## src/rtl/sc_pkg.sv

```systemverilog
// rtl/sc_pkg.sv - shared types and helpers for the stochastic-computing multiplier
// Contents:
//   sc_state_t : controller states IDLE / RUN / DONE
//   SC_LEN(w)  : bitstream length 2**w for a w-bit operand
//   sc_sat     : clamp a (w+1)-bit ones count to the w-bit maximum
package sc_pkg;

  typedef enum logic [1:0] {
    IDLE = 2'd0,
    RUN  = 2'd1,
    DONE = 2'd2
  } sc_state_t;

  function automatic longint unsigned SC_LEN(input int w);
    return 64'd1 << w;
  endfunction

  // Works on the widest supported count (32-bit operands, 33-bit count);
  // callers cast the result down to their own width.
  function automatic logic [32:0] sc_sat(input logic [32:0] ones, input int w);
    logic [32:0] lim;
    lim = (33'd1 << w) - 33'd1;
    return (ones > lim) ? lim : ones;
  endfunction

endpackage

```

## src/rtl/sc_sng.sv

```systemverilog
// rtl/sc_sng.sv - stochastic number generator (unipolar comparator)
// Ports:
//   rnd in  WIDTH : random word for this cycle
//   x   in  WIDTH : operand value
//   s   out 1     : stream bit, 1 when rnd < x (unsigned)
module sc_sng #(
  parameter int WIDTH = 8
) (
  input  logic [WIDTH-1:0] rnd,
  input  logic [WIDTH-1:0] x,
  output logic             s
);

  assign s = (rnd < x);

endmodule

```

## src/rtl/sc_mult_core.sv

```systemverilog
// rtl/sc_mult_core.sv - stochastic-computing multiplier, product ~ a*b/2^WIDTH
// Optional feature macro: SC_MULT_ABORT_EN (adds the abort input)
// Ports:
//   clk     in  1     : rising-edge clock
//   reset   in  1     : asynchronous active-low reset
//   start   in  1     : run request, accepted only when idle
//   a, b    in  WIDTH : operands, captured on the accepted start
//   rnd1/2  in  WIDTH : per-cycle random words for the A and B streams
//   abort   in  1     : (SC_MULT_ABORT_EN only) cancel a run in progress
//   busy    out 1     : high from the cycle after start through the done cycle
//   done    out 1     : one-cycle pulse, product valid
//   product out WIDTH : saturated ones count, held until the next start
module sc_mult_core
  import sc_pkg::*;
#(
  parameter int WIDTH = 8
) (
  input  logic             clk,
  input  logic             reset,
  input  logic             start,
  input  logic [WIDTH-1:0] a,
  input  logic [WIDTH-1:0] b,
  input  logic [WIDTH-1:0] rnd1,
  input  logic [WIDTH-1:0] rnd2,
`ifdef SC_MULT_ABORT_EN
  input  logic             abort,
`endif
  output logic             busy,
  output logic             done,
  output logic [WIDTH-1:0] product
);

  // cyc value of the final sample in a run of 2^WIDTH samples
  localparam logic [WIDTH:0] LAST = (WIDTH+1)'(SC_LEN(WIDTH) - 64'd1);

  sc_state_t        state;
  logic [WIDTH-1:0] a_q, b_q;
  logic [WIDTH:0]   ones, cyc;
  logic             sa, sb;
  logic             abort_hit;

`ifdef SC_MULT_ABORT_EN
  assign abort_hit = abort;
`else
  assign abort_hit = 1'b0;
`endif

  sc_sng #(.WIDTH(WIDTH)) u_sng_a (.rnd(rnd1), .x(a_q), .s(sa));
  sc_sng #(.WIDTH(WIDTH)) u_sng_b (.rnd(rnd2), .x(b_q), .s(sb));

  always_ff @(posedge clk or negedge reset) begin
    if (!reset) begin
      state   <= IDLE;
      busy    <= 1'b0;
      done    <= 1'b0;
      product <= '0;
      a_q     <= '0;
      b_q     <= '0;
      ones    <= '0;
      cyc     <= '0;
    end else begin
      done <= 1'b0;
      case (state)
        IDLE: begin
          // busy is still high during the done cycle, which blocks a start there
          if (start && !busy) begin
            a_q   <= a;
            b_q   <= b;
            ones  <= '0;
            cyc   <= '0;
            busy  <= 1'b1;
            state <= RUN;
          end else begin
            busy <= 1'b0;
          end
        end
        RUN: begin
          if (abort_hit) begin
            busy  <= 1'b0;
            state <= IDLE;
          end else begin
            ones <= ones + {{WIDTH{1'b0}}, sa & sb};
            cyc  <= cyc + 1'b1;
            if (cyc == LAST) state <= DONE;
          end
        end
        DONE: begin
          if (abort_hit) begin
            busy  <= 1'b0;
            state <= IDLE;
          end else begin
            product <= WIDTH'(sc_sat(33'(ones), WIDTH));
            done    <= 1'b1;
            state   <= IDLE;
          end
        end
        default: begin
          busy  <= 1'b0;
          state <= IDLE;
        end
      endcase
    end
  end

endmodule

```

## config.mk

```make
export PLATFORM = sky130hd
export DESIGN_NAME = sc_mult_core
export DESIGN_NICKNAME = d
export VERILOG_FILES = /design/src/rtl/sc_pkg.sv /design/src/rtl/sc_sng.sv /design/src/rtl/sc_mult_core.sv
export SDC_FILE = /design/constraint.sdc
export NUM_CORES = 1
export LEC_CHECK = 0
export CAP_MARGIN = 20
export CELL_PAD_IN_SITES_DETAIL_PLACEMENT = 1
export CELL_PAD_IN_SITES_GLOBAL_PLACEMENT = 1
export CORE_AREA = 2 2 57 113
export DETAILED_ROUTE_END_ITERATION = 10
export DIE_AREA = 0 0 59 115
export PLACE_DENSITY_LB_ADDON = 0.1
export SLEW_MARGIN = 5
export SYNTH_ARGS = -nofsm -noshare
export SYNTH_HDL_FRONTEND = slang
export SYNTH_HIERARCHICAL = 1
export SYNTH_SLANG_ARGS = --single-unit
```

## constraint.sdc

```tcl
create_clock -name clk -period 6.5 [get_ports clk]
set_input_delay 1.3 -clock clk [delete_from_list [all_inputs] [get_ports clk]]
set_output_delay 1.3 -clock clk [all_outputs]
set_load 0.005 [all_outputs]
```

After elaboration in Yosys (flattened, before gate mapping)
Index checks and enable logic that the tools add are counted.
- register bits after elaboration: 46
- input port bits: 35
- output and inout port bits: 10
- word-level logic and storage cells: 37
- add/sub/neg operators: 2
- order comparisons: 3
- equal/unequal tests: 5
- multiplexer cells: 10
- bitwise logic cells: 1
- reduce and logical (&&, ||, !) cells: 8
- operators with widths (kind ; count):
    9-bit one-hot mux with 2 select lines ; 2
    8-bit less-than comparator ; 2
    9-bit by 1-bit adder with 9-bit output ; 1
    9-bit by 1-bit adder with 9-bit output (second input constant) ; 1
    9-bit by 8-bit equality test with 1-bit output (second input constant) ; 1
    9-bit by 8-bit greater-than comparator with 1-bit output (second input constant) ; 1
    9-bit 2-to-1 mux ; 1
    8-bit 2-to-1 mux ; 1
    2-bit AND reduction ; 3
    2-bit 2-to-1 mux ; 2
    2-bit != test (second input constant) ; 2
    2-bit one-hot mux with 2 select lines ; 1
    2-bit by 1-bit equality test with 1-bit output (second input constant) ; 1
    2-bit equality test (second input constant) ; 1
    2-bit logical NOT ; 1
    1-bit 2-to-1 mux ; 2
    1-bit one-hot mux with 2 select lines ; 1
    2-bit nonzero test ; 1
    2-bit OR reduction ; 1
    1-bit AND ; 1
    1-bit logical AND ; 1
    1-bit logical NOT ; 1

Depth between registers and ports, before layout
- word-level depth: 4
- depth in mapped cells: 11
- depth with buffers taken out: 11

Cells and area by module
Netlist, hierarchy kept.
- by module, submodules not included (module ; instances ; cells each ; area an instance (um^2) ; seq. area each (um^2)):
    sc_mult_core ; 1 ; 215 ; 2062.0 ; 1151.1
    sc_sng ; 2 ; 25 ; 176.4 ; 0.0

Worst setup path before layout
No wires, ideal clock.
- path type: input port to flip-flop
- start: input rnd1[2]
- end: register ones[8]
- library setup time: 0.077 ns
- arrival time: 3.087 ns
- data required time: 6.423 ns
- slack: 3.335 ns
- stages: 10
- buffers on the path: 0
- path through: ha_1 > a211oi_2 > o21ai_1 > a41oi_1 > and2_1 > ha_1 > ha_1 > nand4_1 > or3_1 > a21oi_1
- longest elaborated chain between the ends: 4
- ends and longest elaborated chain (item ; RTL line ; text):
    from (decl) ; sc_mult_core.sv:23 ; input logic [WIDTH-1:0] rnd1,
    8-bit less-than comparator ; sc_sng.sv:14 ; assign s = (rnd < x);
    via sa ; sc_mult_core.sv:39 ; logic sa, sb;
    1-bit AND ; sc_mult_core.sv:82 ; ones <= ones + {{WIDTH{1'b0}}, sa & sb};
    9-bit by 1-bit adder with 9-bit output ; sc_mult_core.sv:82 ;
    9-bit one-hot mux with 2 select lines ; sc_mult_core.sv:63 ; case (state)
    to (signal assigned) ; sc_mult_core.sv:82 ;
    to (decl) ; sc_mult_core.sv:38 ; logic [WIDTH:0] ones, cyc;
The timed path passes the listed nets, and every way through them passes these cells.
A chain may end at the register's enable or synchronous reset.

Final worst setup path
- start: input start
- end: register ones[6]
- longest elaborated chain between the ends: 3
- ends and longest elaborated chain (item ; RTL line ; text):
    from (decl) ; sc_mult_core.sv:20 ; input logic start,
    1-bit logical AND ; sc_mult_core.sv:66 ; if (start && !busy) begin
    2-bit != test (no source line) ; - ;
    2-bit AND reduction (no source line) ; - ;
Every way passes these cells.

==> metrics.txt <==
# TYPE chip_impl_metric gauge
chip_impl_info{name="status",value="finished clean"} 1
chip_impl_info{name="timing_worst_setup_path_type",value="input port to flop"} 1
chip_impl_metric{name="holdBufCountCts",unit=""} 0
chip_impl_metric{name="routedWlPerCell",unit="um"} 15.8
chip_impl_metric{name="fin_worst_skew",unit="ps"} 8.82
chip_impl_metric{name="post_synth_and_or_nand_nor_area_fraction",unit="%"} 19.8
chip_impl_metric{name="critical_path.n_buffers_inverters",unit=""} 1
chip_impl_metric{name="syn-instance-count",unit=""} 265
chip_impl_metric{name="total_power",unit="mW"} 1.17
chip_impl_metric{name="route.antenna.remaining_nets",unit=""} 0
chip_impl_metric{name="final_weighted_congestion_in_routability_driven_placement",unit=""} 0.802
chip_impl_info{name="grt-busiest-layer",value="met2"} 1
chip_impl_info{name="synth_most_common_cell",value="nand2_1"} 1
chip_impl_info{name="r2r-start",value="state[0]$_DFFE_PN0P_"} 1
chip_impl_metric{name="vias",unit=""} 1947
chip_impl_info{name="timing.rr.end",value="ones[6]$_DFFE_PN0P_"} 1
chip_impl_metric{name="muxShareOfSynthArea",unit="%"} 0.466
chip_impl_metric{name="avgViaCountPerCell",unit=""} 5.25
chip_impl_metric{name="period_minus_slack",unit="ps"} 3650
chip_impl_metric{name="max-slew-margin-rel",unit="%"} 28.3
chip_impl_metric{name="core-area",unit="um^2"} 5910
chip_impl_info{name="synthTopCellsByArea",value="dfrtp_1 (48%), ha_1 (11%), nand2_1 (9.6%)"} 1
chip_impl_metric{name="clk-insertion-delay-late",unit="ps"} 290
chip_impl_metric{name="top_level_ports",unit=""} 45
chip_impl_metric{name="synth_area",unit="um^2"} 2410
chip_impl_metric{name="finalSetupTns",unit="ps"} 0
chip_impl_metric{name="synth_xor_area_share",unit="%"} 3.63
chip_impl_metric{name="final_cycle_share",unit="%"} 56.1
chip_impl_metric{name="placement_setup_slack",unit="ps"} 2580
chip_impl_metric{name="synth_cell_types",unit=""} 32
chip_impl_metric{name="drt_iter0_drc",unit=""} 34
chip_impl_metric{name="grt.met1_usage",unit="%"} 24.2
chip_impl_metric{name="utilization",unit="%"} 52.1
chip_impl_metric{name="tritoncts.num_buffers",unit=""} 5
chip_impl_metric{name="full_die_area",unit="um^2"} 6790
chip_impl_info{name="critical_path.cell_chain",value="clkdlybuf4s50_1, nand3b_1, nor2_1, or4_1, nand2_1"} 1
chip_impl_metric{name="finalWirelength",unit="um"} 5870
chip_impl_metric{name="non_filler_cells_final",unit=""} 371
chip_impl_metric{name="wire_length_of_the_first_global_routing_pass",unit="um"} 9960
chip_impl_info{name="rsz0062_at_grt",value="no"} 1
chip_impl_metric{name="area_delta_synth_final",unit="%"} 27.3
chip_impl_metric{name="syn-num-nets",unit=""} 322
chip_impl_metric{name="grt.overflow.total",unit=""} 0
chip_impl_metric{name="yosysTopAreaCellShare",unit="%"} 47.7
chip_impl_info{name="worstHoldPathType",value="flop to flop"} 1
chip_impl_metric{name="drive_above_1_share",unit="%"} 4.87
chip_impl_metric{name="worst_ep_required_time",unit="ps"} 6670
chip_impl_info{name="synth_flop_cell",value="dfrtp_1"} 1
chip_impl_metric{name="powerDensity",unit="nW/um^2"} 381
chip_impl_metric{name="htree_num_levels",unit=""} 2
chip_impl_metric{name="cts.reportedPaths.clkPinSlew",unit="ps"} 70
chip_impl_metric{name="timing.final.ws_setup",unit="ps"} 2850
chip_impl_metric{name="timing.final.setup_violations",unit=""} 0
chip_impl_metric{name="die-width",unit="um"} 59
chip_impl_metric{name="multiInputGateArea",unit="um^2"} 1150
chip_impl_metric{name="grt_util_met3",unit="%"} 3.82
chip_impl_metric{name="reg2reg_setup_slack",unit="ps"} 3600
chip_impl_metric{name="grt_start_max_net_pins",unit=""} 47
chip_impl_metric{name="globalRouteMet2Util",unit="%"} 32.7
chip_impl_info{name="whs_endpoint",value="a_q[2]$_DFFE_PN0P_"} 1
chip_impl_metric{name="hold-path-cell-count",unit=""} 2
chip_impl_metric{name="grt_pass1_vias",unit=""} 2112
chip_impl_info{name="cts_tree",value="built"} 1
chip_impl_metric{name="vdd_drop_max",unit="mV"} 0.192
chip_impl_metric{name="worstPathArrival",unit="ps"} 3820
chip_impl_metric{name="std_cell_rows",unit=""} 40
chip_impl_metric{name="critical_path_peak_fanout",unit=""} 25
chip_impl_info{name="crit_path_top_delay_cell",value="nor2_1"} 1
chip_impl_metric{name="area.sequential",unit="um^2"} 1150
chip_impl_metric{name="fill_cells",unit=""} 693
chip_impl_metric{name="clkSinkCount",unit=""} 46
chip_impl_info{name="min-delay-start",value="a_q[2]$_DFFE_PN0P_"} 1
chip_impl_metric{name="cts_repair_resizes",unit=""} 0
chip_impl_metric{name="transition_time_of_the_tightest_slew_check_pin",unit="ps"} 1070
chip_impl_metric{name="design.final.nets",unit=""} 364
chip_impl_info{name="timing.critical_path.from_type",value="input port"} 1
chip_impl_metric{name="compound_gate_fraction_of_synth_area",unit="%"} 12.4
chip_impl_metric{name="ys_ff_latch",unit=""} 46
chip_impl_info{name="timing.critical_path.max_delay_family",value="simple AND/OR/NAND/NOR gates"} 1
chip_impl_metric{name="power.static_leakage",unit="nW"} 1.43
chip_impl_metric{name="post_cts.repair.setup_buffers",unit=""} 0
chip_impl_metric{name="hpwlAfterDp",unit="um"} 4200
chip_impl_metric{name="synth_fa_ha_area_share",unit="%"} 11.4
chip_impl_metric{name="synth.yosys.warnings",unit=""} 6
chip_impl_metric{name="floorplan.initialDensity",unit="%"} 40.9
chip_impl_metric{name="groute.usage.overall",unit="%"} 19.5
chip_impl_metric{name="antenna_found_initial",unit=""} 0
chip_impl_metric{name="drc_errors",unit=""} 0
chip_impl_metric{name="cap_viol_max_count",unit=""} 0
chip_impl_metric{name="synth_edf_count",unit=""} 0
chip_impl_info{name="synth_area_leader_cell",value="dfrtp_1"} 1
chip_impl_metric{name="placement.io_buffers",unit=""} 44
chip_impl_info{name="end_kind",value="flop"} 1
chip_impl_metric{name="detail_route.first_pass.iterations",unit=""} 4
chip_impl_metric{name="max-clock-path-buffers",unit=""} 2
chip_impl_metric{name="finalMaxSlewViolations",unit=""} 0
chip_impl_metric{name="slowest_delay",unit="ps"} 1010
chip_impl_metric{name="synthesis.area_per_instance",unit="um^2"} 9.11
chip_impl_metric{name="timing.final.hold_violations",unit=""} 0
chip_impl_metric{name="place.detailed.instances",unit=""} 362
chip_impl_metric{name="antennaDiodeCount",unit=""} 0
chip_impl_metric{name="max_freq",unit="MHz"} 274
chip_impl_metric{name="async_reset_ff_share",unit="%"} 100
chip_impl_metric{name="reg2regPathDepth",unit=""} 6
chip_impl_info{name="synth_top_family_by_area",value="simple AND/OR/NAND/NOR gates"} 1
chip_impl_metric{name="die_h",unit="um"} 115
chip_impl_info{name="synth_top_cells_by_count",value="nand2_1 (62), dfrtp_1 (46), nor2_1 (33)"} 1
chip_impl_info{name="clock_tree_root_buffer_cell",value="clkbuf_16"} 1
chip_impl_metric{name="synth.yosys.seq_area_share",unit="%"} 47.7
per-stage QoR:
step / hold slack [ps] / cell area [um^2]
2_1_floorplan: 438 / 2410
4_1_cts: 485 / 3050
5_1_grt: 506 / 3070
6_report: 475 / 3070
3_5_place_dp: 471 / 2890
3_3_place_gp: 454 / 2890
cell usage in the layout (no fill, tap or decap), types with 2 or more instances in the layout:
master	count
and2_1	2
nand4_1	3
nand2b_1	2
a21oi_1	16
or3_1	2
nor2_1	33
o2111ai_1	2
xor2_1	4
nand3_1	4
inv_1	18
o21ai_1	3
clkbuf_16	5
a41oi_1	2
clkbuf_8	2
dfrtp_1	46
xnor2_1	6
ha_1	22
nor2b_1	2
a22o_1	4
o21ai_0	9
nand2_1	62
clkdlybuf4s50_1	43
a211oi_2	2
a211oi_1	4
kinds of logic after synthesis:
family                     after synthesis
AOI/OAI and AO/OA                       44
xor gates and xnor gates                10
adders and majority gates               22
buffers and inverters                   28
DFF                                     46
muxes                                    1
and+or+nand+nor                        114
how the worst max path moves through the flow:
stage	start	to	slack, ps	depth (start not counted)
2_1_floorplan	rnd1[2]	ones[8]$_DFFE_PN0P_	3340	10
3_5_place_dp	start	ones[6]$_DFFE_PN0P_	2580	5
5_1_grt	start	ones[6]$_DFFE_PN0P_	2620	5
3_3_place_gp	start	ones[6]$_DFFE_PN0P_	2650	5
4_1_cts	start	ones[6]$_DFFE_PN0P_	2810	5
6_report	start	ones[6]$_DFFE_PN0P_	2850	5
sequential cells by signal, summed over array words and instances, names as in the netlist:
signal,count
done,1
a_q,8
state,2
cyc,9
ones,9
busy,1
b_q,8
product,8
power breakdown:
group | switching (mW) | internal (mW) | total [mW]
clock network | 0.110 | 0.164 | 0.274
logic | 0.245 | 0.204 | 0.449
registers | 0.0644 | 0.385 | 0.449
per-layer routing:
metal	up-vias	wire, um	part of all wire [%]
li1	958	-	-
met1	943	2530	43
met2	39	3030	52
met3	7	201	3.4
met4	0	112	1.9
met5	-	0	0
final cells by class:
cell class,count,share of cell area (%)
well taps,63,2.56
flip-flops and latches,46,37.4
clock buffers,7,4.97
repair buffers,45,15.1
clock inverters,1,0.285
multi-input cells,191,37.5
inverters,18,2.20
worst reg2reg max path, cell delays in order, from the launching register on:
cell      delay, ps
dfrtp_1         420
inv_1           100
ha_1            220
nand3b_1        750
nor2_1         1010
or4_1           230
nand2_1          50
(Power assumes the default switching activity.)
